==> src/rtl/nand_latch_sequencer.sv <==
// nand_latch_sequencer
// Issues one ONFI command cycle (CMD0, up to MAX_ADDR address bytes, optional
// CMD1) by pulsing the activate strobes of a command latch unit and an address
// latch unit. Each step waits for the unit's busy handshake and gives up after
// TIMEOUT cycles. Dropping either unit's init while active also aborts.
module nand_latch_sequencer #(
    parameter int MAX_ADDR = 5,
    parameter int TIMEOUT  = 1023,
    parameter int TO_W     = 10
) (
    input  logic        clk,
    input  logic        reset,
    input  logic        start,
    input  logic [7:0]  cmd0,
    input  logic [39:0] addr,
    input  logic [2:0]  addr_cnt,
    input  logic        cmd1_en,
    input  logic [7:0]  cmd1,
    output logic        ready,
    output logic        done,
    output logic        error,
    output logic        cmd_activate,
    output logic [15:0] cmd_data,
    input  logic        cmd_busy,
    input  logic        cmd_init,
    output logic        addr_activate,
    output logic [15:0] addr_data,
    input  logic        addr_busy,
    input  logic        addr_init
);

    typedef enum logic [3:0] {
        IDLE, C0_REQ, C0_ARM, C0_WAIT,
        A_REQ, A_ARM, A_WAIT,
        C1_REQ, C1_ARM, C1_WAIT,
        DONE, ABORT
    } state_t;

    localparam logic [2:0]      L_MAX_ADDR = 3'(MAX_ADDR);
    localparam logic [TO_W-1:0] L_TIMEOUT  = TO_W'(TIMEOUT);

    state_t          r_state;
    logic [7:0]      r_cmd0;
    logic [39:0]     r_addr;
    logic [2:0]      r_addrCnt;
    logic            r_cmd1En;
    logic [7:0]      r_cmd1;
    logic [2:0]      r_idx;
    logic [TO_W-1:0] r_toCnt;
    logic            r_done;
    logic            r_error;
    logic            r_cmdAct;
    logic            r_addrAct;
    logic [15:0]     r_cmdData;
    logic [15:0]     r_addrData;

    logic       w_ready;
    logic       w_accept;
    logic [2:0] w_cntClamped;
    logic       w_initLost;
    logic       w_ownBusy;
    logic       w_tgtBusy;
    logic       w_goAddr;
    logic       w_goCmd1;
    logic [2:0] w_nextIdx;
    logic       w_stepClear;
    logic       w_timedOut;

    // Selects address byte i, byte 0 being the least significant one
    function automatic logic [7:0] addrByte(input logic [39:0] a, input logic [2:0] i);
        logic [39:0] s;
        s = a >> {i, 3'b000};
        return s[7:0];
    endfunction

    assign w_ready      = (r_state == IDLE) & cmd_init & addr_init & ~cmd_busy & ~addr_busy;
    assign w_accept     = start & w_ready;
    assign w_cntClamped = (addr_cnt > L_MAX_ADDR) ? L_MAX_ADDR : addr_cnt;
    assign w_initLost   = (r_state != IDLE) && (r_state != DONE) && (r_state != ABORT)
                          && (!cmd_init || !addr_init);
    assign w_timedOut   = (r_toCnt >= L_TIMEOUT);

    // Decide, for the current WAIT state, which unit is being waited on and
    // which step follows; the next unit must also be idle before its strobe
    always_comb begin
        w_ownBusy = 1'b0;
        w_goAddr  = 1'b0;
        w_goCmd1  = 1'b0;
        w_nextIdx = 3'd0;
        case (r_state)
            C0_WAIT: begin
                w_ownBusy = cmd_busy;
                w_goAddr  = (r_addrCnt != 3'd0);
                w_goCmd1  = r_cmd1En;
                w_nextIdx = 3'd0;
            end
            A_WAIT: begin
                w_ownBusy = addr_busy;
                w_nextIdx = r_idx + 3'd1;
                w_goAddr  = ((r_idx + 3'd1) < r_addrCnt);
                w_goCmd1  = r_cmd1En;
            end
            C1_WAIT: begin
                w_ownBusy = cmd_busy;
            end
            default: ;
        endcase
        w_tgtBusy   = w_goAddr ? addr_busy : (w_goCmd1 ? cmd_busy : 1'b0);
        w_stepClear = ~w_ownBusy & ~w_tgtBusy;
    end

    // Main sequencer: strobes, data and pulses are all registered here
    always_ff @(posedge clk or posedge reset) begin
        if (reset) begin
            r_state    <= IDLE;
            r_cmd0     <= 8'h00;
            r_addr     <= 40'h0;
            r_addrCnt  <= 3'd0;
            r_cmd1En   <= 1'b0;
            r_cmd1     <= 8'h00;
            r_idx      <= 3'd0;
            r_toCnt    <= '0;
            r_done     <= 1'b0;
            r_error    <= 1'b0;
            r_cmdAct   <= 1'b0;
            r_addrAct  <= 1'b0;
            r_cmdData  <= 16'h0000;
            r_addrData <= 16'h0000;
        end else begin
            r_cmdAct  <= 1'b0;
            r_addrAct <= 1'b0;
            r_done    <= 1'b0;
            r_error   <= 1'b0;
            if (w_initLost) begin
                r_state    <= ABORT;
                r_error    <= 1'b1;
                r_cmdData  <= 16'h0000;
                r_addrData <= 16'h0000;
            end else begin
                case (r_state)
                    IDLE: begin
                        if (w_accept) begin
                            r_cmd0    <= cmd0;
                            r_addr    <= addr;
                            r_addrCnt <= w_cntClamped;
                            r_cmd1En  <= cmd1_en;
                            r_cmd1    <= cmd1;
                            r_idx     <= 3'd0;
                            r_toCnt   <= '0;
                            r_cmdAct  <= 1'b1;
                            r_cmdData <= {8'h00, cmd0};
                            r_state   <= C0_REQ;
                        end
                    end
                    C0_REQ: begin
                        r_toCnt <= '0;
                        r_state <= C0_ARM;
                    end
                    A_REQ: begin
                        r_toCnt <= '0;
                        r_state <= A_ARM;
                    end
                    C1_REQ: begin
                        r_toCnt <= '0;
                        r_state <= C1_ARM;
                    end
                    C0_ARM: begin
                        r_toCnt <= r_toCnt + 1'b1;
                        r_state <= C0_WAIT;
                    end
                    A_ARM: begin
                        r_toCnt <= r_toCnt + 1'b1;
                        r_state <= A_WAIT;
                    end
                    C1_ARM: begin
                        r_toCnt <= r_toCnt + 1'b1;
                        r_state <= C1_WAIT;
                    end
                    C0_WAIT, A_WAIT, C1_WAIT: begin
                        if (w_stepClear) begin
                            r_toCnt <= '0;
                            if (w_goAddr) begin
                                r_idx      <= w_nextIdx;
                                r_addrAct  <= 1'b1;
                                r_addrData <= {8'h00, addrByte(r_addr, w_nextIdx)};
                                r_state    <= A_REQ;
                            end else if (w_goCmd1) begin
                                r_cmdAct  <= 1'b1;
                                r_cmdData <= {8'h00, r_cmd1};
                                r_state   <= C1_REQ;
                            end else begin
                                r_done     <= 1'b1;
                                r_cmdData  <= 16'h0000;
                                r_addrData <= 16'h0000;
                                r_state    <= DONE;
                            end
                        end else if (w_timedOut) begin
                            r_error    <= 1'b1;
                            r_cmdData  <= 16'h0000;
                            r_addrData <= 16'h0000;
                            r_state    <= ABORT;
                        end else begin
                            r_toCnt <= r_toCnt + 1'b1;
                        end
                    end
                    DONE:    r_state <= IDLE;
                    ABORT:   r_state <= IDLE;
                    default: r_state <= IDLE;
                endcase
            end
        end
    end

    assign ready         = w_ready;
    assign done          = r_done;
    assign error         = r_error;
    assign cmd_activate  = r_cmdAct;
    assign cmd_data      = r_cmdData;
    assign addr_activate = r_addrAct;
    assign addr_data     = r_addrData;

endmodule

==> config.mk <==
export PLATFORM = sky130hd
export DESIGN_NAME = nand_latch_sequencer
export DESIGN_NICKNAME = d
export VERILOG_FILES = /design/src/rtl/nand_latch_sequencer.sv
export SDC_FILE = /design/constraint.sdc
export NUM_CORES = 1
export LEC_CHECK = 0
export BUFFER_PORTS_ARGS = -buffer_cell sky130_fd_sc_hd__buf_2
export CAP_MARGIN = 20
export CORE_MARGIN = 5
export CORE_UTILIZATION = 45
export DETAILED_ROUTE_END_ITERATION = 16
export PLACE_DENSITY = 0.71
export RECOVER_POWER = 100
export SYNTH_ARGS = -nofsm -noshare
export SYNTH_HDL_FRONTEND = slang
export SYNTH_SLANG_ARGS = --single-unit
export TNS_END_PERCENT = 30
==> constraint.sdc <==
create_clock -name clk -period 5.3 [get_ports clk]
set_input_delay 0.265 -clock clk [delete_from_list [all_inputs] [get_ports clk]]
set_output_delay 0.265 -clock clk [all_outputs]
set_load 0.005 [all_outputs]
==> impl_metrics.csv <==
group,metric,value,unit
run_status,outcome,"complete, but fails checks",
run_status,violations,"max-capacitance violations, max-slew violations",
global_routing,first_global_vias,3555,
timing,rsz0062_at_grt,"no",
timing,setup_tns,0,ns
timing,max_slew.worst_pin.slew,2.83,ns
timing,fin_crit_sh,74.2,%
floorplan,coreArea,0.0103,mm2
clock_tree,cts.sinks,89,
worst_setup_path,crit_path_start_kind,"flip-flop",
finish,final_layout_size_suffix_gt1_share,30.3,%
timing,setup_viol_count_final,0,
clock_tree,hold_buffers,0,
floorplan,io_pins,104,
route,vias_per_cell,5.56,
worst_setup_path,cp.required,5.53,ns
logic_synthesis,synthesis.instances,426,
floorplan,die_h,112,um
worst_setup_path,critPathMaxStageDelay,1.99,ns
timing,period_minus_slack,3.93,ns
route,route.detailed.drc,0,
route,wire_per_inst,16.3,um
timing,finalHoldViolations,0,
route,drt.antenna.violating_nets,0,
route,drtIter0Drc,205,
pwr,p_per_area,415,mW/mm2
clock_tree,cts_root_buf,"clkbuf_8",
finish,stdcell_area,0.00532,mm2
worst_setup_path,crit_type,"flip-flop to flip-flop",
timing,skew,0.00889,ns
clock_tree,cts_setup_buffers,0,
pwr,cellLeakagePower,2.57,nW
logic_synthesis,synth.distinct_cells,63,
timing,fmax,254,MHz
global_routing,grt_pass1_wl,17.6,mm
logic_synthesis,synthesis.area,0.00471,mm2
global_routing,grt_usage,17.1,%
worst_setup_path,end_kind,"flip-flop",
finish,regArea,0.00223,mm2
clock_tree,insertion_delay,0.36,ns
placement,place_hpwl,7.80,mm
placement,placedInstanceArea,0.00517,mm2
logic_synthesis,ys_seq_area_share,47.3,%
global_routing,overflow,0,
logic_synthesis,synth_seq_cells,89,
timing,final_max_slew_viol_count,88,
worst_setup_path,cp_max_fo,55,
route,wirelength,10.6,mm
route,num_vias,3595,
route,dr.pass1.iters,5,
clock_tree,htree_num_levels,3,
floorplan,initial_core_util,45.8,%
clock_tree,ctsResizeCount,0,
clock_tree,cts_buffers,9,
finish,n_antenna_cell,0,
finish,multiInputGateArea,0.00222,mm2
run,drv_cap,2,
hold_path,min_path_type,"input pin to flip-flop",
pwr,vdd_drop_max,0.000180,V
logic_synthesis,synthArstFlopShare,100,%
placement,place_congestion,0.879,
logic_synthesis,ys.flop_type,"dfrtp_1",
clock_tree,clkTransAtPathRegs,0.09,ns
worst_setup_path,cp_slowest_cell,"clkbuf_1",
placement,numPortBuffers,87,
global_routing,antenna_found_initial,0,
floorplan,chipWidth,112,um
logic_synthesis,yosys_warnings,0,
finish,fillCellCount,957,
timing,relSlewSlack,-88.9,%
global_routing,grt_max_degree,90,
floorplan,die_area,0.0126,mm2
finish,fin_nets,577,
clock_tree,clk_path_buf_depth,2,
worst_setup_path,worstPathCellList,"or4_1, nor4_1, nand2_2, clkbuf_1, mux2_2",
worst_setup_path,worstPathArrival,4.17,ns
floorplan,rows,37,
logic_synthesis,syn-mean-instance-area,11.0,um2
finish,areaGrowthSynthToFinish,13.1,%
clock_tree,tritoncts,"yes",
logic_synthesis,synth_edf_count,0,
==> cells by family (layout without fill, tap and decap cells) <==
family,Yosys count,in the layout,synth area share (%)
xor gates and xnor gates,3,3,0.558
AOI/OAI and AO/OA,100,100,14.6
other,1,16,0.0797
adders and majority gates,4,4,1.06
buffers and inverters,49,119,5.61
DFF,89,89,47.3
and+or+nand+nor,101,101,11.7
muxes,79,79,19.1
==> routing by layer <==
layer | track usage [%] | up-vias | wire, um
met4 | 6.57 | 0 | 155
met2 | 27.1 | 126 | 5150
met5 | 0 | - | 0
met3 | 4.20 | 13 | 687
li1 | - | 1703 | -
met1 | 22.8 | 1753 | 4570
==> placed cells by master, fill, tap and decap left out, drive strengths merged, types with 4 or more instances in the layout <==
| master | count |
|---|---|
| nor2 | 14 |
| and3 | 4 |
| clkinvlp | 4 |
| dfrtp | 89 |
| buf | 74 |
| o2bb2ai | 5 |
| a22o | 4 |
| inv | 11 |
| o21ai | 30 |
| nand4 | 5 |
| mux2 | 64 |
| nand2b | 4 |
| nand3 | 17 |
| nand2 | 27 |
| ha | 4 |
| mux2i | 15 |
| or3 | 6 |
| a21boi | 4 |
| conb | 16 |
| nor3 | 6 |
| a31oi | 5 |
| a32o | 7 |
| clkbuf | 29 |
| a21oi | 20 |
==> final cells by class <==
cell class	instances	area share, %
sequential	89	41.8
multi-input combinational	303	41.8
timing repair buffer	91	8.60
tap	136	3.20
clock buffer	12	2.73
clock inverter	4	0.987
inverter	12	0.870
==> critical path, delay by kind of cell, from the launching register on <==
family | cells | cell delay, ns
mux | 1 | 0.48
buf+inv | 1 | 1.99
flops | 1 | 0.73
simple gates | 3 | 0.55
==> registers in the layout, summed over array words and instances (netlist names) <==
| name | flops |
|---|---|
| r_addr | 40 |
| cmd_data | 8 |
| done | 1 |
| addr_activate | 1 |
| r_cmd1En | 1 |
| r_toCnt | 10 |
| r_idx | 3 |
| cmd_activate | 1 |
| error | 1 |
| addr_data | 8 |
| r_addrCnt | 3 |
| r_state | 4 |
| r_cmd1 | 8 |
==> synth_stat cells (2+ instances only) <==
master     number  area (um2)
inv_1          12        45.0
a32o_1          7        70.1
a22o_1          4        35.0
a32oi_1         2        17.5
mux2_2         57         642
o31ai_1         2        15.0
buf_2           4        20.0
or4_1           2        15.0
xor2_1          3        26.3
buf_4          18         135
nand2_1        27         101
a21o_1          3        22.5
a21boi_0        2        15.0
o2bb2ai_1       5        43.8
mux2_4          7         105
a31oi_1         5        31.3
mux2i_1        15         150
dfrtp_1        89        2230
o41ai_1         2        17.5
nor2b_1         3        18.8
nand4_1         4        25.0
clkbuf_1       14        52.6
nand3_2         2        20.0
a211oi_1        2        15.0
nor2_1         14        52.6
nand2b_1        4        25.0
nand3_1        15        75.1
o21a_1          2        15.0
ha_1            4        50.1
o21ai_0        30         150
a22oi_1         2        15.0
nor4_1          2        12.5
or3_1           5        31.3
and2_1          2        12.5
and3_1          4        25.0
nor3_1          6        30.0
a21oi_1        19        95.1
==> through the flow <==
step	hold slack, ns	power, mW	setup slack (ns)	std cells	utilization, %
2_1_floorplan	0.413	1.60	2.39	441	-
3_3_place_gp	0.483	1.76	2.00	629	50.3
3_5_place_dp	0.487	1.79	1.90	629	50.3
4_1_cts	0.111	2.27	1.87	645	52.2
5_1_grt	0.106	2.36	0.870	647	51.8
6_report	0.129	2.21	1.37	647	51.8
==> final timing paths <==
check	start	to	cells past startpoint	slack [ns]
min in group asynchronous	reset	cmd_data[3]	3	0.54
min	addr[7]	r_addr[7]	2	0.13
min reg2reg	r_addr[17]	r_addr[17]	1	0.51
max reg2reg	r_state[2]	r_cmd1[4]	5	1.37
max in group asynchronous	reset	r_cmd1En	4	3.75
max	r_state[2]	r_cmd1[4]	5	1.37
==> power breakdown <==
group	total, mW	leakage, nW	switching, mW	internal [mW]
combinational	0.775	1.28	0.422	0.353
clock	0.473	0.0888	0.242	0.231
sequential	0.958	1.20	0.136	0.822
No activity file was read; power rests on OpenSTA's default activity.
